--- config.mk ---
export PLATFORM = sky130hd
export DESIGN_NAME = dog_thresh_bbox
export DESIGN_NICKNAME = d
export VERILOG_FILES = /design/src/rtl/dog_thresh_bbox.sv
export SDC_FILE = /design/constraint.sdc
export NUM_CORES = 1
export LEC_CHECK = 0
export BUFFER_PORTS_ARGS = -buffer_cell sky130_fd_sc_hd__buf_2
export CORE_MARGIN = 2
export CORE_UTILIZATION = 40
export CTS_CLUSTER_DIAMETER = 80
export DETAILED_ROUTE_END_ITERATION = 10
export SLEW_MARGIN = 20
export SYNTH_ARGS = -nofsm -noshare
export SYNTH_HDL_FRONTEND = slang
export SYNTH_SLANG_ARGS = --single-unit
--- constraint.sdc ---
create_clock -name clk -period 3.55 [get_ports clk]
set_clock_uncertainty 0.2 [all_clocks]
set_input_delay 0.71 -clock clk [delete_from_list [all_inputs] [get_ports clk]]
set_output_delay 0.71 -clock clk [all_outputs]
set_load 0.05 [all_outputs]
--- src/rtl/dog_thresh_bbox.sv ---
// Thresholds the DoG result image into a binary map and tracks the
// above-threshold pixel count and bounding box for control logic.
module dog_thresh_bbox #(
    parameter int IMG_W = 256,
    parameter int IMG_H = 256,
    parameter int AW    = 16,
    parameter int DW    = 8
) (
    input  logic                     clk,
    input  logic                     rst,
    input  logic                     start,
    input  logic [DW-1:0]            thresh,
    output logic                     ram_rd_valid_o,
    output logic [AW-1:0]            ram_rd_addr_o,
    input  logic                     ram_valid_in,
    input  logic [DW-1:0]            ram_data_in,
    output logic                     bin_wr_valid_o,
    output logic [AW-1:0]            bin_wr_addr_o,
    output logic [DW-1:0]            bin_wr_data_o,
    output logic [AW:0]              cnt_o,
    output logic [$clog2(IMG_W)-1:0] xmin_o,
    output logic [$clog2(IMG_W)-1:0] xmax_o,
    output logic [$clog2(IMG_H)-1:0] ymin_o,
    output logic [$clog2(IMG_H)-1:0] ymax_o,
    output logic                     bbox_valid_o,
    output logic                     busy,
    output logic                     done
);
    localparam int XW = $clog2(IMG_W);
    localparam int YW = $clog2(IMG_H);
    localparam logic [AW:0]   NPIX      = (AW+1)'(IMG_W * IMG_H);
    localparam logic [AW:0]   NPIX_M1   = (AW+1)'(IMG_W * IMG_H - 1);
    localparam logic [AW-1:0] LAST_ADDR = AW'(IMG_W * IMG_H - 1);

    typedef enum logic [1:0] {IDLE, READ, DRAIN, FIN} state_t;

    state_t          state, state_nxt;
    logic [DW-1:0]   thresh_q;
    logic [AW-1:0]   rd_addr;
    logic [AW:0]     rc;
    logic [AW:0]     cnt;
    logic [XW-1:0]   xmin, xmax;
    logic [YW-1:0]   ymin, ymax;
    logic            wr_vld_p1;
    logic [AW-1:0]   wr_addr_p1;
    logic [DW-1:0]   wr_data_p1;
    logic            done_q;

    logic            ret_ok;
    logic            hit;
    logic [XW-1:0]   px;
    logic [YW-1:0]   py;

    // Returns count only while a pass is active and before all N have arrived.
    assign ret_ok = (state == READ || state == DRAIN) && ram_valid_in && (rc != NPIX);
    assign hit    = ram_data_in > thresh_q;
    assign px     = rc[XW-1:0];
    assign py     = rc[XW+YW-1:XW];

    always_ff @(posedge clk or posedge rst) begin
        if (rst) state <= IDLE;
        else     state <= state_nxt;
    end

    always_comb begin
        state_nxt = state;
        case (state)
            IDLE:  if (start) state_nxt = READ;
            READ:  if (rd_addr == LAST_ADDR) state_nxt = DRAIN;
            // Leave as the last return lands so done is two cycles after it.
            DRAIN: if (rc == NPIX || (ret_ok && rc == NPIX_M1)) state_nxt = FIN;
            FIN:   state_nxt = IDLE;
            default: state_nxt = IDLE;
        endcase
    end

    always_comb begin
        ram_rd_valid_o = (state == READ);
        busy           = (state != IDLE);
    end

    // Return stage: one registered write and statistics update per valid return
    always_ff @(posedge clk or posedge rst) begin
        if (rst) begin
            thresh_q   <= '0;
            rd_addr    <= '0;
            rc         <= '0;
            cnt        <= '0;
            xmin       <= '0;
            xmax       <= '0;
            ymin       <= '0;
            ymax       <= '0;
            wr_vld_p1  <= 1'b0;
            wr_addr_p1 <= '0;
            wr_data_p1 <= '0;
            done_q     <= 1'b0;
        end else begin
            done_q    <= (state == FIN);
            wr_vld_p1 <= ret_ok;
            if (state == IDLE && start) begin
                thresh_q <= thresh;
                rd_addr  <= '0;
                rc       <= '0;
                cnt      <= '0;
                xmin     <= '1;
                ymin     <= '1;
                xmax     <= '0;
                ymax     <= '0;
            end
            if (state == READ) rd_addr <= rd_addr + 1'b1;
            if (ret_ok) begin
                rc         <= rc + 1'b1;
                wr_addr_p1 <= rc[AW-1:0];
                wr_data_p1 <= hit ? '1 : '0;
                if (hit) begin
                    cnt <= cnt + 1'b1;
                    if (px < xmin) xmin <= px;
                    if (px > xmax) xmax <= px;
                    if (py < ymin) ymin <= py;
                    if (py > ymax) ymax <= py;
                end
            end
        end
    end

    assign ram_rd_addr_o  = rd_addr;
    assign bin_wr_valid_o = wr_vld_p1;
    assign bin_wr_addr_o  = wr_addr_p1;
    assign bin_wr_data_o  = wr_data_p1;
    assign cnt_o          = cnt;
    assign xmin_o         = xmin;
    assign xmax_o         = xmax;
    assign ymin_o         = ymin;
    assign ymax_o         = ymax;
    assign bbox_valid_o   = (cnt != '0);
    assign done           = done_q;
endmodule

==> qor.yml, run 1 <==
outcome:
  status: "completed"
worst_setup_path:
  cp_slowest_cell: "a21oi_1"
  rr_endpoint: "cnt_o[12]"
  critPathKind: "flop to flop"
  cp-end-kind: "flop"
  crit_chain: "inv_1 -> ha_1 -> nor4b_1 -> and4_1 -> or2_1 -> clkinv_4 -> o211a_1 -> a21oi_1 -> a221o_1"
  r2r-start: "rc[0]"
  r2r_slack_ns: 0.41
  slowest_delay_ns: 0.79
  crit_required_ns: 3.64
  critPathMaxFanout: 17
  worstPathArrival_ns: 3.22
  reg2reg_depth: 9
  startpoint_type: "flop"
logic_synthesis:
  synth_cell_types: 47
  synth_ff_type: "dfrtp_1"
  syn_inst: 657
  synth_compound_area_frac: 0.147
  yosys_register_bits: 111
  synth_fp_nets: 726
  syn_area_um2: 6200
  yosys-mux-area-fraction: 0.0713
  syn_avg_cell_area_um2: 9.43
  yosys_warnings: 0
  synth-edff-count: 0
  synth_top_family_by_area: "simple AND/OR/NAND/NOR gates"
  synthArstFlopShare: 1.00
  synth_simple_gate_area_frac: 0.167
  synth_seq_area_share: 0.448
  synth-xor-area-share: 0.00424
  synthAdderAreaFrac: 0.0989
drt:
  drc_errors: 0
  wl_per_cell_um: 16.9
  ant_nets: 0
  vias_per_cell: 5.53
  firstDrtPassIters: 5
  routed_wl_um: 16200
  vias: 5285
  drtIter0Drc: 300
clocking:
  clkTransAtPathRegs_ns: 0.07
  cts_resized: 0
  clockBufferDepth: 2
  cts-root-buf: "clkbuf_16"
  clock-sinks: 111
  cts_htree_levels: 3
  hold_buffers: 0
  insertion_delay_ns: 0.35
  cts_tree: "yes"
  cts_setup_buffers: 0
  cts_buffers: 9
power_and_ir_drop:
  netSwitchingFraction: 0.388
  internal-power_w: 0.00226
  seqPwrFrac: 0.415
  ir_drop_uv: 267
  clkPwrFrac: 0.257
  comb_power_share: 0.328
  p_total_w: 0.00369
  switching_power_w: 0.00143
  power_leakage_nw: 3.62
  p_per_area_nw_per_um2: 511
timing:
  slew_violations: 0
  post-route-min-period_ns: 3.14
  hold_viol: 0
  worst_pin_slew_ns: 1.03
  fin_crit_sh: 0.883
  setup_viol: 0
  tns_ns: 0
  timing.hold.ws_ns: 0.264
  grt_setup_unrepaired: "no"
  timing.fmax_mhz: 319
  slew_headroom: 0.314
place:
  place_inst: 941
  hpwl_um: 11500
  gp_congestion: 0.820
  io_buffers: 113
  place_area_um2: 6960
floorplan:
  coreArea_um2: 15100
  fp-row-count: 45
  die-area_um2: 16500
  die_height_um: 128
  fp.dieW_um: 128
  pin_count: 114
  initial_core_util: 0.409
cells_and_area:
  layout-area-overhead-vs-synth_pct: 16.6
  diodes: 0
  drive_above_1_share: 0.206
  layout_common_cells: "buf_2, dfrtp_1, nand2_1, o21ai_0, inv_1"
  final_common_cell: "buf_2"
  stdcell_count: 955
  fin_area_um2: 7220
  final_nets: 833
grt:
  grt-ovfl-total: 0
  antenna_found_initial: 0
  grt_pass1_wl_um: 26200
  grt_pass1_vias: 5113
  grt_max_degree: 51
  grt_usage: 0.201
worst_hold_path:
  hp-class: "input port to async pin"
run:
  cap_violations: 0
cell families after synthesis:
logic type / after synthesis
and+or+nand+nor: 211
AOI/OAI and AO/OA: 146
DFF: 111
buffers and inverters: 94
adders and majority gates: 49
muxes: 43
xor gates and xnor gates: 3
critical path: cells and delay by family (launching register included):
kind                       cells  cell delay [ns]
adders and majority gates      1             0.17
and+or+nand+nor                3             0.65
DFF                            1             0.45
AOI/OAI and AO/OA              3             1.25
buffers and inverters          2             0.35
metal layers:
layer | wire length (µm) | GRT usage | vias up
met5 | 0 | 0 | -
met2 | 7730 | 0.334 | 154
met3 | 851 | 0.0345 | 18
li1 | - | - | 2534
met1 | 7330 | 0.269 | 2579
met4 | 255 | 0.0621 | 0
area by class of cell:
type / instances / area (µm²)
Fill cell: 1453 / 7920
Inverter: 65 / 253
Tap cell: 188 / 235
Multi-Input combinational cell: 452 / 3030
Clock buffer: 11 / 243
Sequential cell: 111 / 2780
Timing Repair Buffer: 125 / 668
Clock inverter: 3 / 21.3
Yosys cell counts, drive strengths merged, types with 3 or more instances:
cell | n | share of area
a211o | 11 | 0.016
a21o | 4 | 0.0048
a21oi | 42 | 0.034
a31oi | 4 | 0.0040
and3 | 12 | 0.012
and4 | 4 | 0.0057
buf | 10 | 0.012
clkbuf | 19 | 0.012
dfrtp | 111 | 0.45
ha | 49 | 0.099
inv | 64 | 0.039
mux2 | 9 | 0.016
mux2i | 34 | 0.055
nand2 | 80 | 0.048
nand3 | 35 | 0.028
nand4 | 16 | 0.016
nor2 | 20 | 0.012
nor2b | 3 | 0.0030
nor3 | 15 | 0.012
nor4 | 7 | 0.0071
nor4b | 3 | 0.0042
o211ai | 6 | 0.011
o21ai | 64 | 0.052
or2 | 4 | 0.0040
or3 | 4 | 0.0040
xnor2 | 3 | 0.0042
power by group through the flow:
stage / logic [W] / clock network (W) / registers [W]
after floorplan: 0.000593 / 0 / 0.00186
after global placement: 0.00119 / 0 / 0.00154
after detailed placement: 0.00121 / 0 / 0.00155
after CTS: 0.00122 / 0.000966 / 0.00153
after global routing: 0.00131 / 0.00102 / 0.00155
final: 0.00121 / 0.000950 / 0.00153
state kept, by name (all words and copies together) (netlist names), 2 cells and up:
register and count:
ymin_o 8, cnt_o 17, thresh_q 8, bin_wr_addr_o 16
xmax_o 8, ymax_o 8, ram_rd_addr_o 16, xmin_o 8
rc 17, state 2
metrics by stage:
stage          worst slack, ns  utilization
6_report                 0.415        0.477
5_1_grt                  0.131        0.477
4_1_cts                  0.396        0.477
3_5_place_dp             0.353        0.460
3_3_place_gp             0.403        0.460
2_1_floorplan            0.814            -
worst max path at each step:
| stage | start | endpoint | slack (ns) | cells after the start |
|---|---|---|---|---|
| 6_report | rc[0] | cnt_o[12] | 0.41 | 9 |
| 5_1_grt | rc[0] | cnt_o[12] | 0.13 | 9 |
| 4_1_cts | rc[0] | cnt_o[12] | 0.40 | 9 |
| 3_5_place_dp | ram_data_in[1] | cnt_o[12] | 0.35 | 8 |
| 3_3_place_gp | ram_data_in[1] | cnt_o[12] | 0.40 | 8 |
| 2_1_floorplan | ram_data_in[1] | xmin_o[0] | 0.81 | 7 |
Power figures use the tool's default switching activity.
==> run 2, diff against run 1 <==
CTS_BUF_LIST = sky130_fd_sc_hd__clkbuf_2   (was unset)
==> run 2 against run 1 <==
Effect of this change: via count is essentially flat; power decreased by 12%; sequential power hardly changed; register-to-register slack better by 0.04 ns; first-iteration DRC count decreased by 4.0%; sequential share of layout area increased by 0.84 points; fmax grew 1.1%; non-clock buffer count grew 3; hold slack worse by 0.19 ns; clock power down 47%; final cell count increased by 0.52%; critical endpoint unchanged; highest routed layer unchanged.
==> qor.yml, run 2 (synthesis results as in run 1) <==
drt:
  ant_nets: 0
  firstDrtPassIters: 5
  wl_per_cell_um: 16.7
  drtIter0Drc: 288
  vias_per_cell: 5.51
  wl_met1_um: 7340
  dr_wl_met2_um: 7680
  vias: 5289
  drc_errors: 0
  wl_met3_um: 832
  routed.top_layer: "met4"
  routed_wl_um: 16000
timing:
  grt_setup_unrepaired: "no"
  timing.fmax_mhz: 323
  fin_crit_sh: 0.873
  post-route-min-period_ns: 3.10
  hold_viol: 0
  timing.hold.ws_ns: 0.0703
  setup_viol: 0
  slew_headroom: 0.327
  tns_ns: 0
  slew_violations: 0
  worst_pin_slew_ns: 1.01
clocking:
  insertion_delay_ns: 0.64
  hold_buffers: 1
  cts_setup_buffers: 0
  clockBufferDepth: 2
  cts_htree_levels: 3
  cts_tree: "yes"
  cts_buffers: 9
  clock-sinks: 111
  clkTransAtPathRegs_ns: 0.30
  cts-root-buf: "clkbuf_2"
  cts_resized: 0
cells_and_area:
  layout-area-overhead-vs-synth_pct: 14.1
  fillCellCount: 1479
  drive_above_1_share: 0.205
  fin_area_um2: 7070
  final_common_cell: "buf_2"
  layout_common_cells: "buf_2, dfrtp_1, nand2_1, o21ai_0, inv_1"
  final_nets: 836
worst_setup_path:
  critPathKind: "flop to flop"
  startpoint_type: "flop"
  critPathMaxFanout: 17
  worstPathArrival_ns: 3.49
  cp-end-kind: "flop"
  crit_required_ns: 3.94
floorplan:
  fp-row-count: 45
  initial_core_util: 0.409
  coreArea_um2: 15100
  pin_count: 114
  die_height_um: 128
  fp.dieW_um: 128
  die-area_um2: 16500
grt:
  antenna_found_initial: 1
  grt_pass1_wl_um: 26000
  grt_usage: 0.200
  grt-ovfl-total: 0
  grt_max_degree: 51
  grt_pass1_vias: 5103
run:
  cap_violations: 0
power_and_ir_drop:
  p_per_area_nw_per_um2: 459
  ir_drop_uv: 267
  power_leakage_nw: 3.56
place:
  hpwl_um: 11500
  place_area_um2: 6960
  io_buffers: 113
  gp_congestion: 0.820
outcome:
  status: "completed"
worst_hold_path:
  hp-class: "input port to flop"
-- run 2: changes by cell type in the layout (fill, tap and decap cells not counted), sizes merged --
cell and delta:
clkbuf -1, clkinv +1, diode +2, dlygate4sd3 +3
-- run 2: report_power, final --
group,switching (W),internal [W],leakage [nW]
registers,0.000148,0.00138,1.46
clock network,0.000421,0.0000851,0.0513
logic,0.000820,0.000386,2.05
-- run 2: worst max-delay path, cell delays in order, from the launching register on --
cell and delay (ns):
dfrtp_1 0.50, inv_1 0.19, ha_1 0.17, nor4b_1 0.20, and4_1 0.27, or2_1 0.18, clkinv_4 0.16, o211a_1 0.18
a21oi_1 0.78, a221o_1 0.28
-- run 2: per-stage QoR --
stage / total power [W] / setup WS (ns) / std cells / utilization
CTS: 0.00327 / 0.400 / 956 / 0.465
floorplan: 0.00245 / 0.814 / 657 / -
global route: 0.00345 / 0.121 / 960 / 0.467
global placement: 0.00273 / 0.403 / 941 / 0.460
finish: 0.00324 / 0.450 / 960 / 0.467
detailed placement: 0.00276 / 0.353 / 941 / 0.460
-- run 2: worst paths after layout --
path / slack [ns] / cells past startpoint / end / startpoint
max in group asynchronous: 1.86 / 4 / xmax_o[2] / rst
max: 0.45 / 9 / cnt_o[12] / rc[0]
min: 0.07 / 2 / thresh_q[3] / thresh[3]
min reg2reg: 0.31 / 2 / bin_wr_addr_o[1] / bin_wr_addr_o[1]
min in group asynchronous: 0.47 / 3 / bin_wr_addr_o[4] / rst
max reg2reg: 0.45 / 9 / cnt_o[12] / rc[0]
-- run 2: area by class of cell --
| type | count | area [µm²] | area share |
|---|---|---|---|
| multi-input combinational | 452 | 3030 | 0.428 |
| sequential | 111 | 2780 | 0.393 |
| timing repair buffer | 128 | 698 | 0.0987 |
| inverter | 65 | 253 | 0.0357 |
| tap | 188 | 235 | 0.0333 |
| clock buffer | 10 | 50.0 | 0.00708 |
| clock inverter | 4 | 25.0 | 0.00354 |
| antenna | 2 | 5.00 | 0.000708 |
-- run 2: layer usage --
layer | up-vias | global-route usage
met3 | 13 | 0.0482
met2 | 140 | 0.329
li1 | 2541 | -
met4 | 0 | 0.0478
met5 | - | 0
met1 | 2595 | 0.267
